[src/rtl/matmul_pkg.sv]
`default_nettype none
// ============================================================================
// Module   : matmul_pkg
// Purpose  : Shared types and helper functions for the parametrised matrix
//            multiply unit: FSM state encoding, the minimum accumulator width
//            and the narrowing bounds for signed/unsigned elements.
// Ports    : none (package)
// Revision : 1.0 - initial release
// ============================================================================
package matmul_pkg;

  typedef enum logic [2:0] {
    IDLE  = 3'd0,
    LOAD  = 3'd1,
    CALC  = 3'd2,
    STORE = 3'd3,
    DONE  = 3'd4
  } state_e;

  // Smallest accumulator that can hold N products of two DATA_W-bit values.
  function automatic int acc_width(input int data_w, input int n);
    return 2 * data_w + $clog2(n);
  endfunction

  // Lowest value representable in a DATA_W-bit element.
  function automatic logic signed [63:0] narrow_min(input int is_signed, input int data_w);
    if (is_signed != 0) return -(64'sd1 <<< (data_w - 1));
    return 64'sd0;
  endfunction

  // Highest value representable in a DATA_W-bit element.
  function automatic logic signed [63:0] narrow_max(input int is_signed, input int data_w);
    if (is_signed != 0) return (64'sd1 <<< (data_w - 1)) - 64'sd1;
    return (64'sd1 <<< data_w) - 64'sd1;
  endfunction

endpackage
`default_nettype wire

[src/rtl/matmul_narrow.sv]
`default_nettype none
// ============================================================================
// Module   : matmul_narrow
// Purpose  : Combinational narrowing of an accumulator to a DATA_W element,
//            either clamping to the nearest bound or keeping the low bits.
// Ports    : i_acc    [ACC_W-1:0]  accumulated dot product
//            i_sat_en              1 = saturate, 0 = wrap
//            o_elem   [DATA_W-1:0] narrowed element
//            o_ovf                 accumulator outside the element range
// Revision : 1.0 - initial release
// ============================================================================
module matmul_narrow
  import matmul_pkg::*;
#(
  parameter int DATA_W = 4,
  parameter int ACC_W  = acc_width(4, 4),
  parameter int SIGNED = 0
) (
  input  logic [ACC_W-1:0]  i_acc,
  input  logic              i_sat_en,
  output logic [DATA_W-1:0] o_elem,
  output logic              o_ovf
);

  localparam logic signed [63:0] c_lo      = narrow_min(SIGNED, DATA_W);
  localparam logic signed [63:0] c_hi      = narrow_max(SIGNED, DATA_W);
  localparam logic [DATA_W-1:0]  c_lo_elem = c_lo[DATA_W-1:0];
  localparam logic [DATA_W-1:0]  c_hi_elem = c_hi[DATA_W-1:0];

  logic               w_ext;
  logic signed [63:0] w_val;
  logic               w_below;
  logic               w_above;

  always_comb begin
    // Widen to 64 bits so a single signed compare covers both element modes.
    w_ext   = (SIGNED != 0) ? i_acc[ACC_W-1] : 1'b0;
    w_val   = {{(64 - ACC_W){w_ext}}, i_acc};
    w_below = (w_val < c_lo);
    w_above = (w_val > c_hi);
    o_ovf   = w_below | w_above;
    o_elem  = i_acc[DATA_W-1:0];
    if (i_sat_en && w_below) begin
      o_elem = c_lo_elem;
    end else if (i_sat_en && w_above) begin
      o_elem = c_hi_elem;
    end
  end

endmodule
`default_nettype wire

[src/rtl/matmul_param_unit.sv]
`default_nettype none
// ============================================================================
// Module   : matmul_param_unit
// Purpose  : R = A x B for NxN matrices of DATA_W-bit elements, one MAC per
//            clock, with operand capture, signed/unsigned arithmetic and
//            runtime-selectable saturate/wrap narrowing.
// Ports    : clk                  rising-edge clock
//            rst                  asynchronous active-low reset
//            start                request, sampled only in IDLE
//            sat_en               1 = saturate, 0 = wrap (captured in LOAD)
//            matrixA/matrixB      flattened operands, (r,c) at DATA_W*(r*N+c)
//            result               flattened product, same layout
//            busy                 high in every state except IDLE
//            done                 one-cycle pulse when result updates
//            overflow             some element of last result was out of range
// Revision : 1.0 - initial release
// ============================================================================
module matmul_param_unit
  import matmul_pkg::*;
#(
  parameter int DATA_W = 4,
  parameter int N      = 4,
  parameter int SIGNED = 0,
  parameter int ACC_W  = acc_width(DATA_W, N)
) (
  input  logic                  clk,
  input  logic                  rst,
  input  logic                  start,
  input  logic                  sat_en,
  input  logic [N*N*DATA_W-1:0] matrixA,
  input  logic [N*N*DATA_W-1:0] matrixB,
  output logic [N*N*DATA_W-1:0] result,
  output logic                  busy,
  output logic                  done,
  output logic                  overflow
);

  localparam int c_vec_w = N * N * DATA_W;
  localparam int c_k_w   = $clog2(N + 1);
  localparam int c_i_w   = $clog2(N);
  localparam logic [c_k_w-1:0] c_k_end  = c_k_w'(N);
  localparam logic [c_i_w-1:0] c_i_last = c_i_w'(N - 1);

  if (ACC_W < acc_width(DATA_W, N)) begin : g_bad_acc_w
    $error("matmul_param_unit: ACC_W smaller than 2*DATA_W+clog2(N)");
  end
  if (DATA_W < 2 || DATA_W > 16 || N < 2 || N > 8) begin : g_bad_dims
    $error("matmul_param_unit: DATA_W must be 2..16 and N must be 2..8");
  end

  state_e             state_q,  state_d;
  logic [c_vec_w-1:0] a_q,      a_d;
  logic [c_vec_w-1:0] b_q,      b_d;
  logic               sat_q,    sat_d;
  logic [c_i_w-1:0]   i_q,      i_d;
  logic [c_i_w-1:0]   j_q,      j_d;
  logic [c_k_w-1:0]   k_q,      k_d;
  logic [ACC_W-1:0]   acc_q,    acc_d;
  logic               ovf_q,    ovf_d;
  logic [c_vec_w-1:0] rint_q,   rint_d;
  logic [c_vec_w-1:0] result_q, result_d;
  logic               oflow_q,  oflow_d;

  int                 w_k_idx;
  logic [DATA_W-1:0]  w_a_elem;
  logic [DATA_W-1:0]  w_b_elem;
  logic [ACC_W-1:0]   w_a_ext;
  logic [ACC_W-1:0]   w_b_ext;
  logic [ACC_W-1:0]   w_prod;
  logic [DATA_W-1:0]  w_elem;
  logic               w_elem_ovf;

  // MAC operand fetch. k reaches N on the narrowing cycle, where the product
  // is unused; the index is clamped so the select never leaves the vector.
  always_comb begin
    w_k_idx  = (k_q == c_k_end) ? 0 : int'(k_q);
    w_a_elem = a_q[DATA_W * (int'(i_q) * N + w_k_idx) +: DATA_W];
    w_b_elem = b_q[DATA_W * (w_k_idx * N + int'(j_q)) +: DATA_W];
    w_a_ext  = {{(ACC_W - DATA_W){(SIGNED != 0) && w_a_elem[DATA_W-1]}}, w_a_elem};
    w_b_ext  = {{(ACC_W - DATA_W){(SIGNED != 0) && w_b_elem[DATA_W-1]}}, w_b_elem};
    // Low ACC_W bits of the product are exact for two's complement as well.
    w_prod   = w_a_ext * w_b_ext;
  end

  matmul_narrow #(
    .DATA_W (DATA_W),
    .ACC_W  (ACC_W),
    .SIGNED (SIGNED)
  ) u_narrow (
    .i_acc    (acc_q),
    .i_sat_en (sat_q),
    .o_elem   (w_elem),
    .o_ovf    (w_elem_ovf)
  );

  always_comb begin
    state_d  = state_q;
    a_d      = a_q;
    b_d      = b_q;
    sat_d    = sat_q;
    i_d      = i_q;
    j_d      = j_q;
    k_d      = k_q;
    acc_d    = acc_q;
    ovf_d    = ovf_q;
    rint_d   = rint_q;
    result_d = result_q;
    oflow_d  = oflow_q;
    case (state_q)
      IDLE: begin
        if (start) state_d = LOAD;
      end
      LOAD: begin
        a_d     = matrixA;
        b_d     = matrixB;
        sat_d   = sat_en;
        i_d     = '0;
        j_d     = '0;
        k_d     = '0;
        acc_d   = '0;
        ovf_d   = 1'b0;
        state_d = CALC;
      end
      CALC: begin
        if (k_q != c_k_end) begin
          acc_d = acc_q + w_prod;
          k_d   = k_q + 1'b1;
        end else begin
          // Dot product complete: narrow it, then step row-major.
          rint_d[DATA_W * (int'(i_q) * N + int'(j_q)) +: DATA_W] = w_elem;
          ovf_d = ovf_q | w_elem_ovf;
          acc_d = '0;
          k_d   = '0;
          if (j_q == c_i_last) begin
            j_d = '0;
            if (i_q == c_i_last) begin
              state_d = STORE;
            end else begin
              i_d = i_q + 1'b1;
            end
          end else begin
            j_d = j_q + 1'b1;
          end
        end
      end
      STORE: begin
        result_d = rint_q;
        oflow_d  = ovf_q;
        state_d  = DONE;
      end
      DONE: begin
        state_d = IDLE;
      end
      default: begin
        state_d = IDLE;
      end
    endcase
  end

  always_ff @(posedge clk or negedge rst) begin
    if (!rst) begin
      state_q  <= IDLE;
      a_q      <= '0;
      b_q      <= '0;
      sat_q    <= 1'b0;
      i_q      <= '0;
      j_q      <= '0;
      k_q      <= '0;
      acc_q    <= '0;
      ovf_q    <= 1'b0;
      rint_q   <= '0;
      result_q <= '0;
      oflow_q  <= 1'b0;
    end else begin
      state_q  <= state_d;
      a_q      <= a_d;
      b_q      <= b_d;
      sat_q    <= sat_d;
      i_q      <= i_d;
      j_q      <= j_d;
      k_q      <= k_d;
      acc_q    <= acc_d;
      ovf_q    <= ovf_d;
      rint_q   <= rint_d;
      result_q <= result_d;
      oflow_q  <= oflow_d;
    end
  end

  assign result   = result_q;
  assign overflow = oflow_q;
  assign busy     = (state_q != IDLE);
  assign done     = (state_q == DONE);

endmodule
`default_nettype wire

[config.mk]
export PLATFORM = sky130hd
export DESIGN_NAME = matmul_param_unit
export DESIGN_NICKNAME = d
export VERILOG_FILES = /design/src/rtl/matmul_pkg.sv /design/src/rtl/matmul_narrow.sv /design/src/rtl/matmul_param_unit.sv
export SDC_FILE = /design/constraint.sdc
export NUM_CORES = 1
export LEC_CHECK = 0
export BUFFER_PORTS_ARGS = -buffer_cell sky130_fd_sc_hd__buf_2
export CORE_MARGIN = 2
export CORE_UTILIZATION = 40
export DETAILED_ROUTE_END_ITERATION = 8
export SETUP_SLACK_MARGIN = 0.02
export SKIP_CTS_REPAIR_TIMING = 1
export SYNTH_ARGS = -nofsm -noshare
export SYNTH_HDL_FRONTEND = slang
export SYNTH_SLANG_ARGS = --single-unit
[constraint.sdc]
create_clock -name clk -period 7.9 [get_ports clk]
set_clock_uncertainty 0.05 [all_clocks]
set_input_delay 0.395 -clock clk [delete_from_list [all_inputs] [get_ports clk]]
set_output_delay 0.395 -clock clk [all_outputs]
set_load 0.05 [all_outputs]
==> metrics.txt, run 1 <==
outcome complete, no violations; Ports between 150 and 200; count of input and output buffers 198; Required @ worst endpoint 8.34 ns; Tcrit/Tclk final 0.758; Final Routed Wirelength slightly below 30000 microns; vias in the first global route 8588; crit path DAT 6.43 ns; Leak roughly 0.0077 uW; Synth Flop Type dfrtp_1; worst skew pair latency 0.57 ns; Root Driver clkbuf_16; area of the core 0.0316 sq mm; unrepaired setup endpoints after global routing false; setup TNS 0 ns; worst slew pin tran slightly above 1 ns; initial antenna violation count 4; reg2reg start k_q[1]$_DFFE_PN0P_; CTS H-tree depth 1; CTS buffer count 30; CP startpoint k_q[1]$_DFFE_PN0P_; final net count around 1500; net count after synthesis between 1000 and 1500; via density per instance between 5 and 6; Die W approximately 180 microns; #FFs+latches synth 279; antenna viol nets, final 0; GPL Wtd Cong 0.772; full die area 0.0335 sq mm; vias between 8000 and 9000; grt total ovfl 0; Avg Cell Area, Syn 12.3 sq um; CP Class reg2reg; HP Start matrixB[41]; Clk pwr share 0.226; Rel. slew slack 0.321; Slowest Stage Delay on Critical Path 0.62 ns; first-pass GRT wire length 46900 microns; pwr dens around 390 mW/mm^2; Post-Synthesis Cells 1040; wire length per cell between 15 and 20 microns; number of max-cap violations 0; combinational share of power 0.440; number of flops mapped to enable cells by yosys 0; FP Rows 65; DRC 0; P_int 4010 uW; crit-path max FO 16; setup violators final 0; CTS tree built; Die Span Y ~180 microns; Startpoint Class register; Async SR Flop Fraction 1.00; crit path cell chain inv_1 > ha_1 > and2b_1 > ha_1 > a211oi_1 > a311oi_1 > a211oi_1 > a311o_1 > or2_1 > fa_1 > fa_1 > fa_1 > inv_1 > ha_1 > a21oi_1 > nor2_1 > o41ai_1 > mux2_2 > nand3_1; synth unique cells 64; DR iter-0 viols between 400 and 500; Clock transition at path regs 0.06 ns; TritonRoute pass-1 iters 4; Max Slew Vio Count 0; Worst path slowest cell ha_1; CTS max path bufs 3; fraction of layout cells with a size suffix above 1 0.359; Sink Count approximately 280; Layout area overhead 22.6%; post-synthesis cell area 0.0128 sq mm; placed wire-length estimate 20900 microns; GRT Overall Usage 0.176; largest net degree at the start of global routing 82; top-area cell type share of the netlist area 0.544; Max Clk Rate around 170 MHz; crit end category register; Hold Path Class in2reg; Final Hold Viols 0; Hold Slack 0.0101 ns; leading area contributor after synthesis dfrtp_1; Sw Ratio 0.351; synth top area cells dfrtp_1, mux2_2, nand2_1, mux4_1, ha_1; Synth warnings 0; Seq/Total Area, Yosys 0.544; Psw 2170 uW; worst ir drop on vdd ~360 uV; Sequential Power Share 0.333; Starting Density 0.407; Final min period 5.99 ns
-- cells by family (layout without fill, tap and decap cells) --
kind of cell / count (synthesis) / after routing / synth area share
simple gates: 353 / 353 / 0.120
mux: 215 / 215 / 0.219
buf+inv: 77 / 353 / 0.0303
fa+ha+maj: 39 / 39 / 0.0433
xor+xnor: 5 / 5 / 0.00341
flops: 279 / 279 / 0.544
other cells: 0 / 2 / 0
compound gates: 72 / 72 / 0.0389
-- sequential cells by signal, indices dropped and copies added (netlist names) --
signal / count
a_q: 64
k_q: 3
result: 64
sat_q: 1
j_q: 2
i_q: 2
ovf_q: 1
overflow: 1
rint_q: 64
b_q: 64
acc_q: 10
state_q: 3
-- stage by stage --
step	setup WS [ns]	utilization	power [uW]	area [sq um]	std cells
finish	1.91	0.498	6180	15700	1720
global route	1.53	0.498	6670	15700	1719
CTS	1.87	0.480	6240	15100	1660
detailed placement	1.93	0.448	4800	14100	1605
global placement	2.11	0.448	4720	14100	1605
floorplan	2.28	-	4210	12800	1040
-- critical path: cells and delay by family, from the launching register on --
family	cells	cell delay, ns
flops	1	0.47
simple gates	4	0.65
buf+inv	2	0.15
fa+ha+maj	6	2.84
mux	1	0.38
compound gates	6	1.38
-- power groups by stage --
stage	registers [uW]	clock network [uW]	logic, uW
after floorplan	2010	0	2200
after global placement	2080	0	2640
after detailed placement	2090	0	2720
after CTS	2060	1440	2740
after global routing	2120	1510	3040
final	2060	1400	2720
-- path summary, 6_finish.rpt --
kind / slack [ns] / end / cells past startpoint
worst max-delay path: 1.91 / acc_q[8]$_DFFE_PN0P_ / 19
worst min-delay path: 0.01 / b_q[41]$_DFFE_PN0P_ / 2
worst max register to register: 1.91 / acc_q[8]$_DFFE_PN0P_ / 19
worst min register to register: 0.41 / result[55]$_DFFE_PN0P_ / 2
max in group asynchronous: 6.06 / a_q[7]$_DFFE_PN0P_ / 3
min in group asynchronous: 0.29 / rint_q[26]$_DFFE_PN0P_ / 2
-- cells in the final DEF (no fill, tap or decap), types with 16 or more instances in the layout --
cell type and n:
buf_2 197, dlygate4sd3_1 58, ha_1 30, inv_1 31, clkbuf_16 30, mux4_1 16
nor2_1 39, mux2_2 180, o21ai_0 27, dfrtp_1 279, nand2_1 248
-- synthesized netlist by cell type (all sizes together), types with 2 or more instances --
cell type / count
a211oi: 5
a21boi: 3
a21o: 3
a21oi: 8
a22o: 3
a311o: 2
a311oi: 2
a31oi: 2
and3: 4
buf: 29
clkbuf: 15
dfrtp: 279
fa: 9
ha: 30
inv: 33
mux2: 180
mux2i: 5
mux4: 30
nand2: 249
nand2b: 7
nand3: 13
nand3b: 2
nor2: 39
nor2b: 4
nor3: 9
nor3b: 4
nor4: 4
o21ai: 27
o22ai: 6
o31ai: 3
or2: 10
or3: 6
xnor2: 3
xor2: 2
-- layer usage --
layer	global-route usage	wire length, microns	vias up
li1	-	-	4114
met1	0.238	13700	4258
met2	0.283	13900	196
met3	0.0516	1770	40
met4	0.0368	396	6
met5	0	38	-
-- cell type report --
class / instances / area (sq um)
Multi-Input combinational cell: 684 / 5460
Tap cell: 402 / 503
Clock buffer: 48 / 888
Fill cell: 2899 / 15800
Inverter: 33 / 129
Timing Repair Buffer: 265 / 1650
Antenna cell: 2 / 5.00
Clock inverter: 7 / 110
Sequential cell: 279 / 6980
Note: power is estimated with default switching activity, not from simulation.
==> run 2: changes to the inputs <==
Clock period 7.9 ns to 5.9 ns, I/O delays scaled along.
==> metrics.txt, run 2 (synthesis gave the netlist of run 1 again) <==
outcome complete, no violations (unchanged); Max Clk Rate 182 MHz (was 167 MHz); placed wire-length estimate 20800 microns (was 20900 microns); fraction of layout cells with a size suffix above 1 0.348 (was 0.359); GRT Overall Usage 0.178 (was 0.176); worst slew pin tran 1.00 ns (was 1.02 ns); P_int 5440 uW (was 4010 uW); cell count of the worst reg-to-reg path 19 (unchanged); setup TNS 0 ns (unchanged); Hold Path Class in2async (was in2reg); worst ir drop on vdd 291 uV (was 363 uV); Max Slew Vio Count 0 (unchanged); crit path cell chain inv_1 > ha_1 > and2b_1 > ha_2 > a211oi_1 > a311oi_1 > a211oi_1 > a311o_1 > or2_1 > fa_1 > fa_1 > fa_1 > inv_1 > ha_1 > a21oi_1 > nor2_1 > o41ai_1 > mux2_2 > nand3_1 (was inv_1 > ha_1 > and2b_1 > ha_1 > a211oi_1 > a311oi_1 > a211oi_1 > a311o_1 > or2_1 > fa_1 > fa_1 > fa_1 > inv_1 > ha_1 > a21oi_1 > nor2_1 > o41ai_1 > mux2_2 > nand3_1); DR iter-0 viols 464 (was 466); Startpoint Class register (unchanged); initial antenna violation count 0 (was 4); Required @ worst endpoint 6.35 ns (was 8.34 ns); CTS tree built (unchanged); CP Class reg2reg (unchanged); DRC 0 (unchanged); unrepaired setup endpoints after global routing false (unchanged); wire length on met3 1560 microns (was 1770 microns); Max Used Layer met4 (was met5); met1 wire length 14400 microns (was 13700 microns); via density per instance 4.99 (was 5.01); final net count 1539 (was 1464); Filler Cells Inserted 2763 (was 2899); Sink Count 279 (unchanged); most frequent cells in the layout dfrtp_1, nand2_1, buf_2 (unchanged); setup slack, reg-to-reg 0.41 ns (was 1.91 ns); TritonRoute pass-1 iters 5 (was 4); Clock transition at path regs 0.06 ns (about the same); Starting Density 0.407 (unchanged); CTS buffer count 31 (was 30); Sequential Power Share 0.333 (about the same); Final Routed Wirelength 31500 microns (was 29800 microns); count of input and output buffers 198 (unchanged); Ports 199 (unchanged); Final Hold Viols 0 (unchanged); antenna viol nets, final 0 (unchanged); Layout area overhead 28.8% (was 22.6%); Worst path slowest cell ha_2 (was ha_1); crit-path most repeated cell fa_1; grt total ovfl 0 (unchanged); largest net degree at the start of global routing 147 (was 82); reg2reg start k_q[0]$_DFFE_PN0P_ (was k_q[1]$_DFFE_PN0P_); Die W 183 microns (unchanged); Final min period 5.49 ns (was 5.99 ns); crit path DAT 5.93 ns (was 6.43 ns); crit-path max FO 16 (unchanged); Sw Ratio 0.352 (was 0.351); WL met2 14900 microns (was 13900 microns); Die Span Y 183 microns (unchanged); DP Cell Count 1606 (was 1605); vias 8952 (was 8614); reg2reg end acc_q[8]$_DFFE_PN0P_ (unchanged); first-pass GRT wire length 47400 microns (was 46900 microns); full die area 0.0335 sq mm (unchanged); Tcrit/Tclk final 0.930 (was 0.758); setup violators final 0 (unchanged); non-filler cells, final 1794 (was 1720); Slowest Stage Delay on Critical Path 0.52 ns (was 0.62 ns); GPL Wtd Cong 0.803 (was 0.772); area of the core 0.0316 sq mm (unchanged); pwr dens 508 mW/mm^2 (was 393 mW/mm^2); CTS max path bufs 3 (unchanged); n_diodes 0 (was 2); CTS H-tree depth 1 (unchanged); combinational share of power 0.436 (was 0.440); worst skew pair latency 0.57 ns (about the same); Psw 2950 uW (was 2170 uW); vias in the first global route 8514 (was 8588); crit end category register (unchanged); Rel. slew slack 0.333 (was 0.321); FP Rows 65 (unchanged); number of max-cap violations 0 (unchanged); Root Driver clkbuf_16 (unchanged); wire length per cell 17.6 microns (was 17.3 microns); commonest non-fill, non-tap cell in the layout dfrtp_1 (unchanged); Clk pwr share 0.232 (was 0.226); Leak 0.00809 uW (was 0.00774 uW)
==> run 2: changes by cell type in the layout (fill, tap and decap cells not counted), moves of 2 or more <==
cell / delta
clkbuf_1: -7
clkbuf_8: +4
clkinv_2: +2
diode_2: -2
dlygate4sd3_1: +73
inv_6: +2
==> run 2: worst max-delay path by stage <==
stage | start | endpoint | slack, ns | cells after the start
detailed placement | k_q[0]$_DFFE_PN0P_ | acc_q[8]$_DFFE_PN0P_ | 0.33 | 19
floorplan | k_q[0]$_DFFE_PN0P_ | acc_q[8]$_DFFE_PN0P_ | 0.28 | 22
finish | k_q[0]$_DFFE_PN0P_ | acc_q[8]$_DFFE_PN0P_ | 0.41 | 19
CTS | k_q[0]$_DFFE_PN0P_ | acc_q[8]$_DFFE_PN0P_ | 0.32 | 19
global placement | k_q[0]$_DFFE_PN0P_ | acc_q[8]$_DFFE_PN0P_ | 0.47 | 19
global route | k_q[1]$_DFFE_PN0P_ | acc_q[9]$_DFFE_PN0P_ | 0.02 | 20
==> run 2: area by class of cell <==
class                           instances  area [sq um]  area share
Sequential cell                       279          6980       0.422
Multi-Input combinational cell        684          5460       0.331
Timing Repair Buffer                  339          2400       0.145
Clock buffer                           46           942      0.0570
Tap cell                              402           503      0.0304
Inverter                               33           129     0.00780
Clock inverter                         11           106     0.00644
==> run 2: power groups by stage <==
stage | Combinational, uW | Clock [uW] | Sequential [uW]
CTS | 3620 | 1990 | 2790
detailed placement | 3600 | 0 | 2830
global placement | 3500 | 0 | 2840
finish | 3660 | 1950 | 2790
global route | 4140 | 2090 | 2860
floorplan | 2940 | 0 | 2700
==> run 2: worst max-delay path, delay by kind of cell, from the launching register on <==
| family | cells | cell delay, ns |
|---|---|---|
| fa+ha+maj | 6 | 2.52 |
| compound gates | 6 | 1.35 |
| simple gates | 4 | 0.63 |
| mux | 1 | 0.38 |
| flops | 1 | 0.37 |
| buf+inv | 2 | 0.12 |
==> run 2: layer usage <==
layer  vias to the layer above  track usage
met2                       237        0.270
li1                       4268            -
met3                        51       0.0465
met1                      4396        0.255
met4                         0       0.0442
met5                         -            0
==> run 2: stage by stage <==
step | worst slack (ns) | hold WS, ns | util | cell area, sq um | power, uW
6_report | 0.413 | 0.389 | 0.524 | 16500 | 8390
5_1_grt | 0.0247 | 0.427 | 0.524 | 16500 | 9090
4_1_cts | 0.316 | -0.179 | 0.482 | 15200 | 8410
3_5_place_dp | 0.333 | 0.404 | 0.449 | 14200 | 6430
3_3_place_gp | 0.474 | 0.402 | 0.449 | 14200 | 6340
2_1_floorplan | 0.285 | -0.0506 | - | 12800 | 5640
